`config.mk`:
```
export PLATFORM = sky130hd
export DESIGN_NAME = alu_core
export DESIGN_NICKNAME = d
export VERILOG_FILES = /design/src/rtl/alu_core.sv
export SDC_FILE = /design/constraint.sdc
export NUM_CORES = 1
export LEC_CHECK = 0
export CORE_ASPECT_RATIO = 1.1
export CORE_MARGIN = 1.5
export CORE_UTILIZATION = 50
export DETAILED_ROUTE_END_ITERATION = 12
export GPL_ROUTABILITY_DRIVEN = 0
export GPL_TIMING_DRIVEN = 0
export PLACE_DENSITY = 0.75
export SLEW_MARGIN = 15
export SYNTH_ARGS = -nofsm -noshare
export SYNTH_HDL_FRONTEND = slang
export SYNTH_SLANG_ARGS = --single-unit
```
`constraint.sdc`:
```
create_clock -name i_SCLK -period 4.7 [get_ports i_SCLK]
set_input_delay 0.705 -clock i_SCLK [delete_from_list [all_inputs] [get_ports i_SCLK]]
set_output_delay 0.705 -clock i_SCLK [all_outputs]
set_load 0.05 [all_outputs]
```
`src/rtl/alu_core.sv`:
```
// Multi-cycle 16-bit ALU: byte-serial add/subtract and a compare-to-zero operation,
// with a request/ready handshake towards a micro-controller.
module alu_core #(
  parameter int unsigned EXTRA_WAIT = 0
) (
  input  logic        i_SCLK,
  input  logic        i_RESETB,
  input  logic [15:0] i_RX,
  input  logic [15:0] i_RY,
  input  logic [2:0]  i_ALU_ENABLE,
  output logic [15:0] o_RESULT,
  output logic        o_ALU_READY,
  output logic        o_ZERO,
  output logic        o_CARRY,
  output logic        o_OVF,
  output logic        o_ERR
);

  typedef enum logic [2:0] {
    S_IDLE,
    S_LO,
    S_HI,
    S_WAIT,
    S_DONE
  } state_t;

  localparam logic [1:0] WAIT_LAST = (EXTRA_WAIT > 0) ? 2'(EXTRA_WAIT - 1) : 2'd0;

  state_t      state;
  logic [15:0] rx;
  logic [15:0] ry;
  logic [2:0]  op;
  logic        carry_lo;
  logic [7:0]  lo_sum;
  logic [1:0]  wait_cnt;

  logic        op_cmp;
  logic        op_add;
  logic        op_sub;
  logic        req_legal;
  logic [15:0] y_eff;
  logic [8:0]  lo_full;
  logic [8:0]  hi_full;
  logic        add_ovf;
  logic        cmp_zero;

  always_comb begin
    op_cmp    = (op == 3'b001);
    op_add    = (op == 3'b010);
    op_sub    = (op == 3'b100);
    req_legal = (i_ALU_ENABLE == 3'b001) || (i_ALU_ENABLE == 3'b010) ||
                (i_ALU_ENABLE == 3'b100);
    // Subtraction is X + ~Y + 1, the +1 entering as the low-byte carry-in.
    y_eff     = op_sub ? ~ry : ry;
    lo_full   = {1'b0, rx[7:0]} + {1'b0, y_eff[7:0]} + {8'd0, op_sub};
    hi_full   = {1'b0, rx[15:8]} + {1'b0, y_eff[15:8]} + {8'd0, carry_lo};
    add_ovf   = (rx[15] == y_eff[15]) && (hi_full[7] != rx[15]);
    cmp_zero  = carry_lo && (rx[15:8] == 8'd0);
  end

  always_ff @(posedge i_SCLK or negedge i_RESETB) begin
    if (!i_RESETB) begin
      state       <= S_IDLE;
      rx          <= '0;
      ry          <= '0;
      op          <= '0;
      carry_lo    <= 1'b0;
      lo_sum      <= '0;
      wait_cnt    <= '0;
      o_RESULT    <= '0;
      o_ALU_READY <= 1'b0;
      o_ZERO      <= 1'b0;
      o_CARRY     <= 1'b0;
      o_OVF       <= 1'b0;
      o_ERR       <= 1'b0;
    end else begin
      case (state)
        S_IDLE: begin
          if (i_ALU_ENABLE != '0) begin
            rx          <= i_RX;
            ry          <= i_RY;
            op          <= i_ALU_ENABLE;
            o_ALU_READY <= 1'b0;
            if (req_legal) o_ERR <= 1'b0;
            state       <= S_LO;
          end
        end

        S_LO: begin
          if (i_ALU_ENABLE == '0) begin
            state <= S_IDLE;
          end else begin
            // For compare, the carry register holds "low byte is zero".
            carry_lo <= op_cmp ? (rx[7:0] == 8'd0) : lo_full[8];
            lo_sum   <= lo_full[7:0];
            state    <= S_HI;
          end
        end

        S_HI: begin
          if (op_cmp) begin
            o_RESULT <= {15'd0, cmp_zero};
            o_ZERO   <= !cmp_zero;
            o_CARRY  <= 1'b0;
            o_OVF    <= 1'b0;
          end else if (op_add || op_sub) begin
            o_RESULT <= {hi_full[7:0], lo_sum};
            o_ZERO   <= ({hi_full[7:0], lo_sum} == 16'd0);
            o_CARRY  <= op_sub ? !hi_full[8] : hi_full[8];
            o_OVF    <= add_ovf;
          end else begin
            o_RESULT <= '0;
            o_ZERO   <= 1'b1;
            o_CARRY  <= 1'b0;
            o_OVF    <= 1'b0;
            o_ERR    <= 1'b1;
          end
          if (i_ALU_ENABLE == '0) begin
            state <= S_IDLE;
          end else if (EXTRA_WAIT > 0) begin
            wait_cnt <= '0;
            state    <= S_WAIT;
          end else begin
            o_ALU_READY <= 1'b1;
            state       <= S_DONE;
          end
        end

        S_WAIT: begin
          if (i_ALU_ENABLE == '0) begin
            state <= S_IDLE;
          end else if (wait_cnt == WAIT_LAST) begin
            o_ALU_READY <= 1'b1;
            state       <= S_DONE;
          end else begin
            wait_cnt <= wait_cnt + 2'd1;
          end
        end

        S_DONE: begin
          if (i_ALU_ENABLE == '0) begin
            o_ALU_READY <= 1'b0;
            state       <= S_IDLE;
          end
        end

        default: state <= S_IDLE;
      endcase
    end
  end

endmodule

```
* Yosys cells after proc, flatten, opt, wreduce, memory -nomap -nowiden
Index checks and enable logic that the tools add are counted.
Storage, ports and cells: flip-flop bits (word level) 70, input port bits 37, word-level logic and storage cells 93
Cells by class: $add $sub $neg 5, eq/ne operators 21, multiplexer cells 29, bitwise operators 3, reduce and logical (&&, ||, !) cells 22
Operator list (number):
- $mux 16 | 3
- $add 8x8->9 | 2
- $add 9x1->9 | 2
- $mux 1 | 17
- $logic_not 16->1 | 1
- $logic_not 8->1 | 2
- $ne 2x2->1 const B | 8
- $not 16->16 | 1
- $mux 3 | 5
- $pmux 3 s5 | 1
- $eq 3x2->1 const B | 4
- $eq 3x1->1 const B | 3
- $eq 3x3->1 const B | 3
- $logic_not 3->1 | 2
- $reduce_and 3->1 | 2
- $reduce_and 6->1 | 1
- $reduce_and 5->1 | 1
- $pmux 1 s4 | 1
- $reduce_and 2->1 | 2
- $reduce_bool 4->1 | 1
- $logic_or 1x1->1 | 3
- $ne 3x3->1 const B | 1
- $reduce_bool 3->1 | 1
- $add 2x1->2 const B | 1
- 9 further kinds | 12

* Longest topological paths before layout
Gate-level depths: netlist of run 1.
depth after elaboration 8, mapped depth 11

* Worst setup path after synthesis of run 1
Ideal clock, no wire load.
path kind register to register, from reg op[1], to reg o_ZERO, data arrival time 2554 ps, data required time 4605 ps, slack 2051 ps, stages on the path, launching flop included 11, buffers on the path 1, period minus slack after synthesis 2649 ps, cell sequence dfrtp_1 nor3b_1 buf_6 xor2_1 fa_1 fa_1 nor4_1 nand4_1 nor3_1 o2111ai_1 o31ai_1
On the way: cells in the longest elaborated chain, start to end 7, elaborated cells on any way between the ends 10, classes of those cells add/sub (2); eq/ne (3); mux (3); reduce/logical (2)
Ends and longest elaborated chain:
- from (decl) | line 32 | logic [2:0] op;
- from (signal assigned) | line 82 | op <= i_ALU_ENABLE;
- $eq 3x3->1 | line 50 | op_sub = (op == 3'b100);
- $mux 16 | line 54 | y_eff = op_sub ? ~ry : ry;
- $add 8x8->9 | line 56 | hi_full = {1'b0, rx[15:8]} + {1'b0, y_eff[15:8]} + {8'd0, carry_lo};
- $add 9x1->9 | line 56
- $logic_not 16->1 | line 108 | o_ZERO <= ({hi_full[7:0], lo_sum} == 16'd0);
- $mux 1 | line 106 | end else if (op_add || op_sub) begin
- $mux 1 * | line 101 | if (op_cmp) begin
- to (signal assigned) | line 103 | o_ZERO <= !cmp_zero;
- to (signal assigned) | line 108
- to (decl) | line 13 | output logic o_ZERO,
Mark *: on every way between the ends. The rest lies on a longest branch, timed or not. A chain may end at the register's enable or synchronous reset.

* Worst setup path in the final report of run 1
Same ends and word-level chain as after synthesis.

==> key figures, run 1 <==
Run status
  – Status: completed

Logic synthesis
  – Synth Cell Area: 3810 um2
  – Flops & latches, synth: 70
  – Main combinational cell family by area after synthesis: compound AO/OA/AOI/OAI gates
  – Most common library cells after synthesis: dfrtp_1, nand2_1, mux2_2
  – Synth warn: 0
  – Simple-gate share of the synthesized area: 11.7%
  – Syn_area_per_cell: 11.3 um2
  – Seq/Total Area, Yosys: 46.0%
  – Post-synthesis mux area share: 10.3%
  – Post-synth top area cell: dfrtp_1
  – Post-synthesis cell count: 337
  – Most frequent cell after synthesis: dfrtp_1
  – Post-synth top area share: 46.0%
  – Number of synthesized flops with an enable pin: 0
  – XOR/XNOR Fraction of Synth Area: 7.36%
  – Main synth FF type: dfrtp_1
  – Compound-gate portion of the synthesized area: 13.3%
  – Share of flip-flops with an asynchronous set or reset: 100%
  – Synth Area in Adders: 6.83%
  – Synth cell types: 53
  – Dominant cells by area after synthesis: dfrtp_1, mux2_2, ha_1, nand2_1, xor2_1
  – Syn Nets: 393

Routing
  – DRC Markers: 0
  – Post-route ant nets: 0
  – Wirelength per Cell: 14.4 um
  – Number of DRC markers in iteration 0: 72
  – First-pass detailed-route iteration total: 6
  – Via/cell ratio: 5.31
  – Final WL: 7190 um
  – Via count: 2646

Global routing
  – Vias in the first global route: 2651
  – Largest net degree at the start of global routing: 41
  – Grt total ovfl: 0
  – Antenna violations before repair: 0
  – First-pass GRT wire length: 12400 um
  – Global-route usage over all layers: 19.6%

Finish
  – Total Nets Final: 462
  – Share of layout cells above drive strength 1: 19.5%
  – Fillers: 617
  – Diodes inserted: 0
  – Area delta synth->final: 23.1%
  – Design area: 4690 um2

STA
  – Period utilization: 64.6%
  – Worst-Margin Slew: 0.597 ns
  – F_max: 329 MHz
  – # setup viols final: 0
  – Post-layout min period: 3.04 ns
  – Worst clock skew: 0.0104 ns
  – Total negative slack: 0 ns
  – Max-slew violations: 0
  – Max-slew headroom at the worst pin: 60.1%
  – RSZ-0062 raised after global routing: false
  – Fin. Hold Viols: 0

Clock network
  – CTS Root Cell: clkbuf_8
  – CTS Hold Bufs: 0
  – Clk sinks: 70
  – H-tree depth: 3
  – Worst-path clk slew: 0.08 ns
  – Post-CTS sizing: 0
  – CTS tree: built
  – Setup repair bufs after CTS: 0
  – Max Buffers Root-to-Sink: 2
  – TritonCTS buffer count: 9
  – Skew-Pair Late Insertion Delay: 0.34 ns

Placement
  – PortBufs: 57
  – DP Area: 4510 um2
  – DP HPWL: 5550 um

Setup path
  – Worst path arrival time: 3.28 ns
  – CP max FO: 8
  – CP endpoint kind: register
  – CP required: 4.94 ns
  – R2R cell count: 10
  – Reg2reg end: o_ZERO
  – Worst reg2reg path startpoint: op[1]
  – Crit start category: register
  – CP Class: reg -> reg
  – R2R setup slack: 1.66 ns

Floorplanning
  – Cell Rows: 33
  – I/O pin count: 58
  – Effective utilization at floorplan: 51.2%
  – Core Region: 7430 um2
  – Die height: 94.5 um
  – Die width: 86.2 um
  – Die area: 8150 um2

Job
  – Max-Cap Viols: 0

Min path
  – Worst Hold Class: in -> async
[cells by family (layout without fill, tap and decap cells)]
family	after synthesis	after routing
xor gates and xnor gates	32	32
DFF	70	70
buffers and inverters	24	98
adders and majority gates	19	19
and+or+nand+nor	86	86
AOI/OAI and AO/OA	71	71
muxes	35	35
[worst max path at each step]
stage | startpoint | slack (ns) | to | cells past startpoint
CTS | op[1] | 1.62 | o_ZERO | 10
global route | op[1] | 1.43 | o_ZERO | 10
detailed placement | op[1] | 1.65 | o_ZERO | 10
global placement | i_RESETB | 0.61 | rx[2] | 1
floorplan | op[1] | 2.05 | o_ZERO | 10
finish | op[1] | 1.66 | o_ZERO | 10
[through the flow]
| step | worst slack [ns] | cells | util, % | hold slack [ns] |
|---|---|---|---|---|
| 2_1_floorplan | 2.05 | 337 | - | 0.409 |
| 3_3_place_gp | 0.608 | 481 | 60.4 | 0.463 |
| 3_5_place_dp | 1.65 | 482 | 60.6 | 0.469 |
| 4_1_cts | 1.62 | 498 | 63.1 | 0.294 |
| 5_1_grt | 1.43 | 498 | 63.1 | 0.306 |
| 6_report | 1.66 | 498 | 63.1 | 0.290 |
[state kept, by name, summed over array words and instances, names as in the netlist]
register and count:
o_OVF 1, lo_sum 8, carry_lo 1, o_CARRY 1, ry 16, o_ERR 1
o_ZERO 1, o_RESULT 16, wait_cnt 2, op 3, o_ALU_READY 1, rx 16
state 3
[per-layer routing]
metal  GRT usage (%)  wire [um]  vias to the layer above  share of wire, %
met5               0          0                        -                 0
met2            31.9       3380                       53                47
met3            3.50        207                       11               2.9
li1                -          -                     1327                 -
met4            8.74        142                        0               2.0
met1            25.7       3460                     1255                48
[layout by cell type (no fill, tap or decap), types with 6 or more instances in the layout]
master	synthesis	final
a21oi_1	14	14
buf_2	6	6
clkbuf_8	0	9
clkdlybuf4s50_1	0	56
dfrtp_1	70	70
ha_1	16	16
inv_1	8	8
mux2_2	34	34
nand2_1	48	48
nor2_1	9	9
o21ai_0	18	18
o21ai_2	6	6
xnor2_1	13	13
xor2_1	19	19
[critical path: stages (launching register included)]
cell and delay, ns:
dfrtp_1 0.47, nor3b_1 0.31, buf_6 0.19, xor2_1 0.08, fa_1 0.41, fa_1 0.50, nor4_1 0.27, nand4_1 0.12
nor3_1 0.24, o2111ai_1 0.14, o31ai_1 0.22
[area by class of cell]
cell class                      instances  area (um2)  share of cell area (%)
Buffer                                 16         141                    3.02
Multi-Input combinational cell        243        1890                    40.2
Inverter                                8        30.0                   0.641
Timing Repair Buffer                   58         588                    12.5
Tap cell                               87         109                    2.32
Sequential cell                        70        1750                    37.4
Clock buffer                           11         131                    2.80
Clock inverter                          5        50.0                    1.07
Power of run 1 is left out: the tool's default activity adds up to more than one toggle a clock period on the data nets, which glitch-free logic cannot reach.
==> run 2: changes to the inputs <==
--- a/config.mk
+++ b/config.mk
@@ -7,11 +7,11 @@
 export LEC_CHECK = 0
 export CORE_ASPECT_RATIO = 1.1
 export CORE_MARGIN = 1.5
-export CORE_UTILIZATION = 50
+export CORE_UTILIZATION = 49
 export DETAILED_ROUTE_END_ITERATION = 12
 export GPL_ROUTABILITY_DRIVEN = 0
 export GPL_TIMING_DRIVEN = 0
-export PLACE_DENSITY = 0.75
+export PLACE_DENSITY = 0.76
 export SLEW_MARGIN = 15
 export SYNTH_ARGS = -nofsm -noshare
 export SYNTH_HDL_FRONTEND = slang
==> constraint.sdc (replaced) <==
create_clock -name i_SCLK -period 2.79 [get_ports i_SCLK]
set_input_delay 0.4185 -clock i_SCLK [delete_from_list [all_inputs] [get_ports i_SCLK]]
set_output_delay 0.4185 -clock i_SCLK [all_outputs]
set_load 0.05 [all_outputs]
==> run 2 against run 1 <==
Net effect:
- wire length increased by 5.4%
- utilization increased by 1.9 points
- sequential share of layout area shrank 1.4 points
- count of clock-buffer cells in the layout is 1 lower
- global-route usage increased by 0.97 points
- maximum frequency up 14%
- sequential cell count unchanged
- critical endpoint unchanged
- die area grew 2.0%
- hold slack gained 0.19 ns
- via count increased by 3.5%
- highest routed layer unchanged
- design area up 4.1%
- register-to-register slack got worse by 1.5 ns
==> key figures, run 2 (same netlist as run 1, synthesis figures left out) <==
Run status
  – Status: completed

Clock network
  – Setup repair bufs after CTS: 0
  – Worst-path clk slew: 0.08 ns
  – Skew-Pair Late Insertion Delay: 0.36 ns
  – TritonCTS buffer count: 9
  – CTS Root Cell: clkbuf_8
  – CTS tree: built
  – Max Buffers Root-to-Sink: 2
  – H-tree depth: 3
  – Clk sinks: 70

Finish
  – Diodes inserted: 0
  – Commonest non-fill, non-tap cells in the layout: dfrtp_1, clkdlybuf4s50_1, nand2_1
  – Total Nets Final: 462
  – Share of layout cells above drive strength 1: 23.4%
  – Most common cell after layout, fill and taps aside: dfrtp_1
  – Footprint of the multi-input gates: 1950 um2
  – Storage cell area: 1750 um2
  – Top Registers: o_RESULT x16, rx x16, ry x16
  – Fin cells: 516
  – Area delta synth->final: 28.1%
  – Fillers: 616

Min path
  – Hold Path Depth: 2
  – Hold Startpoint: o_RESULT[7]
  – Worst Hold Class: reg -> reg
  – Worst Hold End: o_RESULT[7]

Setup path
  – CP max FO: 8
  – CP Class: reg -> reg
  – Buffers & Inverters on Critical Path: 1
  – CP endpoint kind: register
  – CP required: 3.07 ns
  – Reg2reg end: o_ZERO
  – R2R setup slack: 0.12 ns
  – Critical path's top delay family: adder cells
  – Worst reg2reg path startpoint: op[1]
  – Crit start category: register
  – Crit path largest cell delay: 0.46 ns
  – R2R cell count: 10
  – Worst path arrival time: 2.95 ns
  – Cells along the critical path: nor3b_2, buf_6, xor2_1, fa_1, fa_2, xnor2_2, nand4_1, nor3_2, o2111ai_1, o31ai_1
  – CP max stage cell: dfrtp_2

Floorplanning
  – Die height: 95.5 um
  – I/O pin count: 58
  – Core Region: 7510 um2
  – Die width: 87.1 um
  – Effective utilization at floorplan: 50.7%
  – Cell Rows: 33
  – Die area: 8310 um2

Global routing
  – First-pass GRT wire length: 12800 um
  – Global-route usage over all layers: 20.6%
  – Vias in the first global route: 2687
  – Grt total ovfl: 0
  – Largest net degree at the start of global routing: 41
  – Antenna violations before repair: 0

Job
  – Max-Cap Viols: 0

Routing
  – Final WL: 7580 um
  – Post-route ant nets: 0
  – Wirelength per Cell: 14.7 um
  – Via count: 2739
  – Number of DRC markers in iteration 0: 85
  – Via/cell ratio: 5.31
  – DRC Markers: 0
  – First-pass detailed-route iteration total: 4

Placement
  – Placed Instances: 500
  – PortBufs: 57
  – DP HPWL: 5720 um

STA
  – Max-slew violations: 0
  – Max-slew headroom at the worst pin: 59.7%
  – Worst-Margin Slew: 0.603 ns
  – F_max: 374 MHz
  – # setup viols final: 0
  – Post-layout min period: 2.67 ns
  – RSZ-0062 raised after global routing: true
  – Worst clock skew: 0.0105 ns
  – Fin. Hold Viols: 0
  – Period utilization: 95.8%
-- run 2: what timing repair did --
action	4_1_cts	5_1_grt
endpoints found under the hold margin	30	0
setup endpoints to repair	8	5
hold buffers	1	0
gates resized for setup	6	10
pin swaps	2	0
-- run 2: tightest hold or removal path, stage by stage (launching register included) --
cell     delay [ns]
dfrtp_1        0.34
nand2_1        0.04
o21ai_0        0.06
-- run 2: worst max path at each step --
stage              from            to  slack, ns  depth (start not counted)
5_1_grt           op[1]        o_ZERO      -0.04                         10
2_1_floorplan     op[1]        o_ZERO       0.14                         10
3_3_place_gp   i_RESETB  o_RESULT[12]      -0.98                          1
6_report          op[1]        o_ZERO       0.12                         10
3_5_place_dp      op[1]        o_ZERO      -0.22                         10
4_1_cts           op[1]        o_ZERO       0.05                         10
-- run 2: final cells by class --
type                       count  share of cell area, %
buffer                        15                   2.95
clock buffer                  10                   2.82
clock inverter                 6                   2.72
inverter                       8                  0.615
multi-input combinational    243                   40.0
sequential                    70                   35.9
tap                          105                   2.69
timing repair buffer          59                   12.3
-- run 2: stage by stage --
stage / hold slack, ns / setup slack, ns / instance area [um2] / utilization (%) / setup TNS, ns
finish: 0.477 / 0.118 / 4880 / 64.9 / 0
floorplan: 0.123 / 0.141 / 3810 / - / 0
global route: 0.508 / -0.0434 / 4880 / 64.9 / -0.0439
detailed placement: 0.379 / -0.222 / 4530 / 60.3 / -0.397
CTS: 0.488 / 0.0456 / 4830 / 64.3 / 0
global placement: 0.466 / -0.976 / 4510 / 60.0 / -68.33
-- run 2: routing by layer --
metal | vias to the layer above | track usage (%) | routed length [um]
met2 | 67 | 33.5 | 3720
met5 | - | 0 | 0
met3 | 19 | 4.85 | 310
met4 | 0 | 11.4 | 206
met1 | 1324 | 25.1 | 3340
li1 | 1329 | - | -
Power of run 2 is left out for the same reason.
==> run 3: changes to the inputs <==
--- a/config.mk
+++ b/config.mk
@@ -8,6 +8,7 @@
 export CORE_ASPECT_RATIO = 1.1
 export CORE_MARGIN = 1.5
 export CORE_UTILIZATION = 49
+export CTS_CLUSTER_DIAMETER = 50
 export DETAILED_ROUTE_END_ITERATION = 12
 export GPL_ROUTABILITY_DRIVEN = 0
 export GPL_TIMING_DRIVEN = 0
==> results of run 3 <==
The final DEF is identical to that of run 2; final timing and power are the same.
Power of run 3 is left out for the same reason.
